$ cat src/rtl/spi_resp_arbiter.sv
// Round-robin arbiter sharing one outbound val/rdy stream between NREQ producers.
// The winning payload is registered with its requester index as a tag; a sticky flag reports long stalls.
module spi_resp_arbiter #(
    parameter int NREQ      = 3,
    parameter int DATA_W    = 16,
    parameter int TAG_W     = 4,
    parameter int STALL_MAX = 1024
) (
    input  logic                    clk,
    input  logic                    reset,
    input  logic [NREQ*DATA_W-1:0]  req_msg,
    input  logic [NREQ-1:0]         req_val,
    output logic [NREQ-1:0]         req_rdy,
    input  logic [NREQ-1:0]         cfg_mask,
    output logic [TAG_W+DATA_W-1:0] send_msg,
    output logic                    send_val,
    input  logic                    send_rdy,
    input  logic                    stall_clr,
    output logic                    stall_err,
    output logic                    busy
);

    localparam int PTR_W = $clog2(NREQ);
    localparam int CNT_W = $clog2(STALL_MAX + 1);

    typedef enum logic {EMPTY = 1'b0, FULL = 1'b1} state_t;

    state_t             state;
    state_t             state_next;
    logic [PTR_W-1:0]   rr_ptr;
    logic [PTR_W-1:0]   win;
    logic [PTR_W:0]     scan;
    logic [NREQ-1:0]    eligible;
    logic               any_eligible;
    logic               can_accept;
    logic               accept;
    logic               stalled;
    logic               stall_hit;
    logic [CNT_W-1:0]   stall_cnt;
    logic [DATA_W-1:0]  win_payload;

    assign eligible     = req_val & cfg_mask;
    assign any_eligible = |eligible;
    assign send_val     = (state == FULL);
    assign busy         = send_val;
    assign can_accept   = !send_val || send_rdy;
    assign accept       = can_accept && any_eligible;
    assign stalled      = send_val && !send_rdy;
    assign stall_hit    = stalled && (stall_cnt >= CNT_W'(STALL_MAX - 1));
    assign win_payload  = req_msg[win*DATA_W +: DATA_W];

    // Scan offsets from the highest down so the lowest offset from rr_ptr wins.
    always_comb begin
        win  = '0;
        scan = '0;
        for (int k = NREQ - 1; k >= 0; k--) begin
            scan = {1'b0, rr_ptr} + (PTR_W+1)'(k);
            if (scan >= (PTR_W+1)'(NREQ))
                scan = scan - (PTR_W+1)'(NREQ);
            if (eligible[scan[PTR_W-1:0]])
                win = scan[PTR_W-1:0];
        end
    end

    always_comb begin
        req_rdy = '0;
        for (int i = 0; i < NREQ; i++)
            req_rdy[i] = accept && (win == PTR_W'(i));
    end

    always_comb begin
        state_next = state;
        case (state)
            EMPTY:   if (accept) state_next = FULL;
            FULL:    if (send_rdy && !accept) state_next = EMPTY;
            default: state_next = EMPTY;
        endcase
    end

    always_ff @(posedge clk or negedge reset) begin
        if (!reset) begin
            state  <= EMPTY;
            rr_ptr <= '0;
        end else begin
            state <= state_next;
            if (accept)
                rr_ptr <= (win == PTR_W'(NREQ - 1)) ? '0 : win + 1'b1;
        end
    end

    // Held message only changes on a new accept, so cfg_mask edits cannot disturb it.
    always_ff @(posedge clk or negedge reset) begin
        if (!reset)
            send_msg <= '0;
        else if (accept)
            send_msg <= {TAG_W'(win), win_payload};
    end

    always_ff @(posedge clk or negedge reset) begin
        if (!reset) begin
            stall_cnt <= '0;
            stall_err <= 1'b0;
        end else begin
            if (!stalled)
                stall_cnt <= '0;
            else if (stall_cnt != CNT_W'(STALL_MAX))
                stall_cnt <= stall_cnt + 1'b1;
            // A stalled cycle that reaches the limit overrides a simultaneous clear.
            if (stall_hit)
                stall_err <= 1'b1;
            else if (stall_clr)
                stall_err <= 1'b0;
        end
    end

endmodule

$ cat config.mk
export PLATFORM = sky130hd
export DESIGN_NAME = spi_resp_arbiter
export DESIGN_NICKNAME = d
export VERILOG_FILES = /design/src/rtl/spi_resp_arbiter.sv
export SDC_FILE = /design/constraint.sdc
export NUM_CORES = 1
export LEC_CHECK = 0
export ABC_AREA = 1
export BUFFER_PORTS_ARGS = -buffer_cell sky130_fd_sc_hd__clkbuf_2
export CORE_MARGIN = 2
export CORE_UTILIZATION = 50
export CTS_BUF_LIST = sky130_fd_sc_hd__clkbuf_4 sky130_fd_sc_hd__clkbuf_8
export CTS_CLUSTER_SIZE = 16
export DETAILED_ROUTE_END_ITERATION = 16
export GPL_TIMING_DRIVEN = 0
export PLACE_DENSITY = 0.87
export SYNTH_ARGS = -nofsm -noshare
export SYNTH_HDL_FRONTEND = slang
export SYNTH_SLANG_ARGS = --single-unit
$ cat constraint.sdc
create_clock -name clk -period 2.81 [get_ports clk]
set_input_delay 0.562 -clock clk [delete_from_list [all_inputs] [get_ports clk]]
set_output_delay 0.562 -clock clk [all_outputs]
set_load 0.05 [all_outputs]
Word level (Yosys, flattened, before mapping)
Index checks and enable logic that the tools add are counted.
{"block": "op_classes", "n_mux": 20, "addsub": 7, "n_eq_ne": 4, "n_reduce_logical": 14, "n_lt_le_gt_ge": 7, "bitwise_logic": 2, "shift": 1}
{"op": "$shiftx A48 B7 Y16", "n": 1}
{"op": "$mux W11", "n": 2}
{"op": "$mux W2", "n": 7}
{"op": "$add A11 B1 Y11 const B", "n": 1}
{"op": "$ge A11 B10 Y1 const B", "n": 1}
{"op": "$ne A11 B11 Y1 const B", "n": 1}
{"op": "$lt A2 B3 Y1 const B", "n": 3}
{"op": "$logic_and A1 B1 Y1", "n": 7}
{"op": "$mux W1", "n": 7}
{"op": "$bmux W1 S2", "n": 3}
{"op": "$ge A3 B2 Y1 const B", "n": 2}
{"op": "$sub A2 B2 Y2 const B", "n": 3}
{"op": "$add A2 B1 Y3 const B", "n": 1}
{"op": "$add A2 B2 Y3 const B", "n": 1}
{"op": "$and A3 B3 Y3", "n": 1}
{"op": "$logic_not A1 Y1", "n": 3}
{"op": "$reduce_or A3 Y1", "n": 1}
{"op": "$add A2 B1 Y2 const B", "n": 1}
{"op": "$eq A2 B1 Y1 const B", "n": 1}
{"op": "$eq A2 B2 Y1 const B", "n": 1}
{"op": "$ge A2 B2 Y1 const B", "n": 1}
{"op": "$logic_not A2 Y1", "n": 1}
{"op": "$ne A2 B1 Y1 const B", "n": 1}
{"op": "$pmux W1 S2", "n": 1}
{"op": "other kinds (3)", "n": 3}
{"block": "totals", "word_cells": 60, "in_bits": 58, "ff_bits": 33, "out_inout_bits": 26}

Logic depth before layout (Yosys ltp)
{"block": "logic_depth", "word_depth": 10, "ltp_mapped": 16, "ltp_nobuf": 16}

Worst setup path after synthesis
OpenSTA, ideal clock, no wires.
{"block": "synth_path", "path_kind": "flip-flop to output port", "startpoint": "reg rr_ptr[0]", "endpoint": "out req_rdy[1]", "arrival_ns": 2.531, "path_stages_with_launch": 13, "path_buffers": 1, "setup_slack_ns": -0.283, "required_ns": 2.248, "path_cell_list": "dfrtp_1 inv_1 ha_1 inv_2 nand3_1 nand3_1 nand2_1 nand2_1 nand2_2 nand2_4 nand2_4 buf_8 nor3_1"}
{"block": "synth_via", "elab_chain_len": 10, "word_cells_on_any_way": 22, "classes_between": "5 x add/sub; 3 x order compare; 1 x eq/ne; 12 x mux; 1 x reduce/logical"}
{"item": "start: declaration", "line": "30", "rtl": "logic [PTR_W-1:0] rr_ptr;"}
{"item": "start signal: assignment", "line": "87", "rtl": "rr_ptr <= (win == PTR_W'(NREQ - 1)) ? '0 : win + 1'b1;"}
{"item": "$add A2 B2 Y3", "line": "57", "rtl": "scan = {1'b0, rr_ptr} + (PTR_W+1)'(k);"}
{"item": "$ge A3 B2 Y1 or $sub A2 B2 Y2 (tied branches)", "line": "58, 59"}
{"item": "$mux W2", "line": "58", "rtl": "if (scan >= (PTR_W+1)'(NREQ))"}
{"item": "$bmux W1 S2", "line": "60", "rtl": "if (eligible[scan[PTR_W-1:0]])"}
{"item": "$mux W1 (not written as such)", "line": "60"}
{"item": "$mux W2 (2 in a row)", "line": "60"}
{"item": "$mux W2 (*)", "line": "60"}
{"item": "$eq A2 B1 Y1 (*)", "line": "68", "rtl": "req_rdy[i] = accept && (win == PTR_W'(i));"}
{"item": "$logic_and A1 B1 Y1 (*)", "line": "68"}
{"item": "end: declaration", "line": "13", "rtl": "output logic [NREQ-1:0] req_rdy,"}
Every way passes the cells marked *; elsewhere a longest branch is shown, timed or not. The select of a mux whose other input is x is not followed.

Final worst setup path
{"block": "layout_path", "startpoint": "reg rr_ptr[1]", "endpoint": "out req_rdy[0]"}
{"block": "layout_via", "elab_chain_len": 10, "word_cells_on_any_way": 22, "classes_between": "5 x add/sub; 3 x order compare; 12 x mux; 2 x reduce/logical"}
{"item": "$add A2 B2 Y3", "line": "57"}
{"item": "$ge A3 B2 Y1 or $sub A2 B2 Y2 (tied branches)", "line": "58, 59"}
{"item": "$mux W2", "line": "58"}
{"item": "$bmux W1 S2", "line": "60"}
{"item": "$mux W1 (not written as such)", "line": "60"}
{"item": "$mux W2 (2 in a row)", "line": "60"}
{"item": "$mux W2 (*)", "line": "60"}
{"item": "$logic_not A2 Y1 (*)", "line": "68"}
{"item": "$logic_and A1 B1 Y1 (*)", "line": "68"}
Marks and branches as above.

==> flow_summary.yaml <==
place:
  io_buffer_count: 81
  dpl-instance-area_mm2: 0.00273
  hpwl_um: 4550
  place_congestion: 0.842
  placed_cells: 458
logic_synthesis:
  yosysWarnings: 0
  yosysMostFrequentCell: "nand2_1"
  ys_seq_elements: 33
  synth_cell_types: 30
  avgSynthCellArea_um2: 6.94
  syn_inst: 324
  synthTopCellsByCount: "nand2_1, inv_1, nand3_1"
  synthFlopType: "dfrtp_1"
  synth_top_area_frac: 0.367
  yosys.area.top_type: "dfrtp_1"
  synthesis.area_mm2: 0.00225
  synth-edff-count: 0
  synthTopCellsByArea: "dfrtp_1, nand2_1, nand3_1"
  ys_seq_area_frac: 0.367
  async_flop_share: 1.00
floorplan:
  dieArea_mm2: 0.00505
  start_util: 0.517
  rows: 24
  io_pins: 84
  dieHeight_um: 71.1
  core_area_mm2: 0.00435
  die_x_um: 71.1
timing:
  finClkSkew_ns: 0.00440
  max_freq_mhz: 368
  fin_setup_tns_ns: 0
  max_slew_margin: 0.444
  worstMarginPinSlew_ns: 0.835
  timing.final.crit_period_ns: 2.72
  final_hold_viol_count: 0
  fin_crit_sh: 0.967
  finalSetupViolations: 0
  final_max_slew_viol_count: 0
status:
  outcome: "finished clean"
clocking:
  hold_buffers: 0
  cts.sinks: 33
  clkTransAtPathRegs_ns: 0.06
  clock_latency_ns: 0.29
  clock-root-buffer: "clkbuf_8"
  numCtsBuffers: 5
  cts_max_level: 2
  cts_tree: "built"
  clockBufferDepth: 2
critical_path:
  required_ns: 2.25
  slowest_stage: "dfrtp_2"
  r2r_slack_ns: 0.80
  crit_fanout: 10
  crit_chain: "inv_2 > ha_4 > inv_2 > nand2_1 > nand2_1 > nand2_1 > nand3_2 > buf_6 > buf_6 > a211oi_2 > clkbuf_8"
  critPathBufInv: 5
  cpMostUsedCell: "nand2_1"
  slowest_delay_ns: 0.44
  path_class: "flop to output port"
  startpoint_type: "flop"
  critPathCaptureType: "output port"
  cp_data_arrival_time_ns: 2.15
  cp_top_family: "buffers and inverters"
detailed_routing:
  route.detailed.wl_per_inst_um: 13.2
  routed-via-count: 2437
  drc_errors: 0
  first_iter_violations: 128
  antenna_left: 0
  vias_per_cell: 5.23
  first_pass_iters: 4
  wl_um: 6160
cells_and_area:
  layout-drive-gt1-share: 0.326
  final_area_mm2: 0.00290
  instances_no_fill: 466
  finalNetCount: 478
  final_util: 0.666
  diodes: 0
  area_delta_synth_final_pct: 28.9
global_route:
  track_usage: 0.246
  grt_antenna_before_repair: 0
  grt-ovfl-total: 0
  grt_pass1_vias: 2288
  grt_max_degree: 34
  grt_pass1_wl_um: 10000
power_and_ir_drop:
  p_clk_frac: 0.092
  swShare: 0.548
  vdd_drop_max_uv: 572
  power_switching_w: 0.00193
  p_per_area_mw_per_mm2: 1220
  combPwrFrac: 0.703
  p_total_w: 0.00353
  pwr-share-seq: 0.204
  p_leak_nw: 1.67
  cellInternalPower_w: 0.00160
min_path:
  holdCritPathClass: "primary input to asynchronous set/reset pin"
job:
  maxCapViolations: 0
-- placed cells by master, fill, tap and decap left out, types with 6 or more instances in the layout --
cell type  netlist  routed
nand3_1         44      43
nand2_1        105     105
nand4_1         21      21
nor2_1          10      10
or2_2            7       7
clkbuf_2         0      78
clkbuf_8         0       6
o21ai_0          8       8
dfrtp_1         33      32
nand3_2          5       6
buf_2            7       6
buf_4            4       7
inv_1           44      42
-- registers in the layout, indices dropped and copies added, names as in the netlist --
register   flops
busy           1
rr_ptr         2
send_msg      18
stall_cnt     11
stall_err      1
-- power by group through the flow --
stage / clock network (W) / registers [W] / logic [W]
detailed placement: 0 / 0.000716 / 0.00228
global placement: 0 / 0.000715 / 0.00222
floorplan: 0 / 0.00115 / 0.00133
global route: 0.000352 / 0.000734 / 0.00270
finish: 0.000325 / 0.000721 / 0.00248
CTS: 0.000330 / 0.000717 / 0.00237
-- worst reg2reg max path: stages (launching register included) --
cell and delay [ns]:
dfrtp_2 0.44, ha_4 0.31, inv_4 0.05, nor2_2 0.07, nand2_1 0.07, nand2_1 0.07, nand2_1 0.04, nand2_1 0.09
nand2_4 0.09, inv_4 0.15, buf_4 0.20, nand2_1 0.08, nand2_1 0.07, inv_1 0.04, nand3_1 0.07, nand2_1 0.05
inv_1 0.04
-- layout make-up --
class	count	area, um2
clock inverters	1	5.00
plain buffers	14	101
fillers	374	1450
flip-flops and latches	33	827
inverters	49	189
repair buffers	84	457
well taps	52	65.1
clock buffers	5	68.8
multi-input cells	228	1190
-- final timing paths --
path                                    start       endpoint  depth (start not counted)
worst max-delay path                rr_ptr[1]     req_rdy[0]                         11
worst min-delay path                    reset   send_msg[17]                          1
worst max register to register      rr_ptr[1]    send_msg[8]                         16
worst min register to register  stall_cnt[10]  stall_cnt[10]                          1
max in group asynchronous               reset      rr_ptr[1]                          1
min in group clk                stall_cnt[10]  stall_cnt[10]                          1
-- layer usage --
| layer | vias up | GRT usage | wire, um |
|---|---|---|---|
| met5 | - | 0 | 0 |
| met2 | 111 | 0.431 | 3090 |
| met3 | 6 | 0.0456 | 480 |
| li1 | 1214 | - | - |
| met4 | 0 | 0.0881 | 75 |
| met1 | 1106 | 0.302 | 2510 |
-- through the flow --
step | setup WS, ns | hold WS [ns]
floorplan | 0.00422 | 0.266
global placement | 0.156 | 0.465
detailed placement | 0.110 | 0.471
CTS | 0.00733 | 0.385
global route | -0.0244 | 0.436
finish | 0.0934 | 0.366
-- repair_timing --
| action | 4_1_cts | 5_1_grt |
|---|---|---|
| buffers inserted | 1 | 2 |
| setup endpoints to repair | 3 | 3 |
| hold endpoints to repair | 0 | 0 |
| gates resized for setup | 11 | 11 |
| pin swaps | 0 | 2 |
| gates cloned | 0 | 0 |
-- cell families (layout without fill, tap and decap cells) --
logic type,Yosys count,after routing,synth area share
adders and majority gates,5,5,0.0278
buffers and inverters,64,153,0.129
xor gates and xnor gates,2,2,0.00779
other,1,2,0.00167
DFF,33,33,0.367
and+or+nand+nor,203,203,0.426
AOI/OAI and AO/OA,16,16,0.0406
No activity file was read; power rests on OpenSTA's default activity.
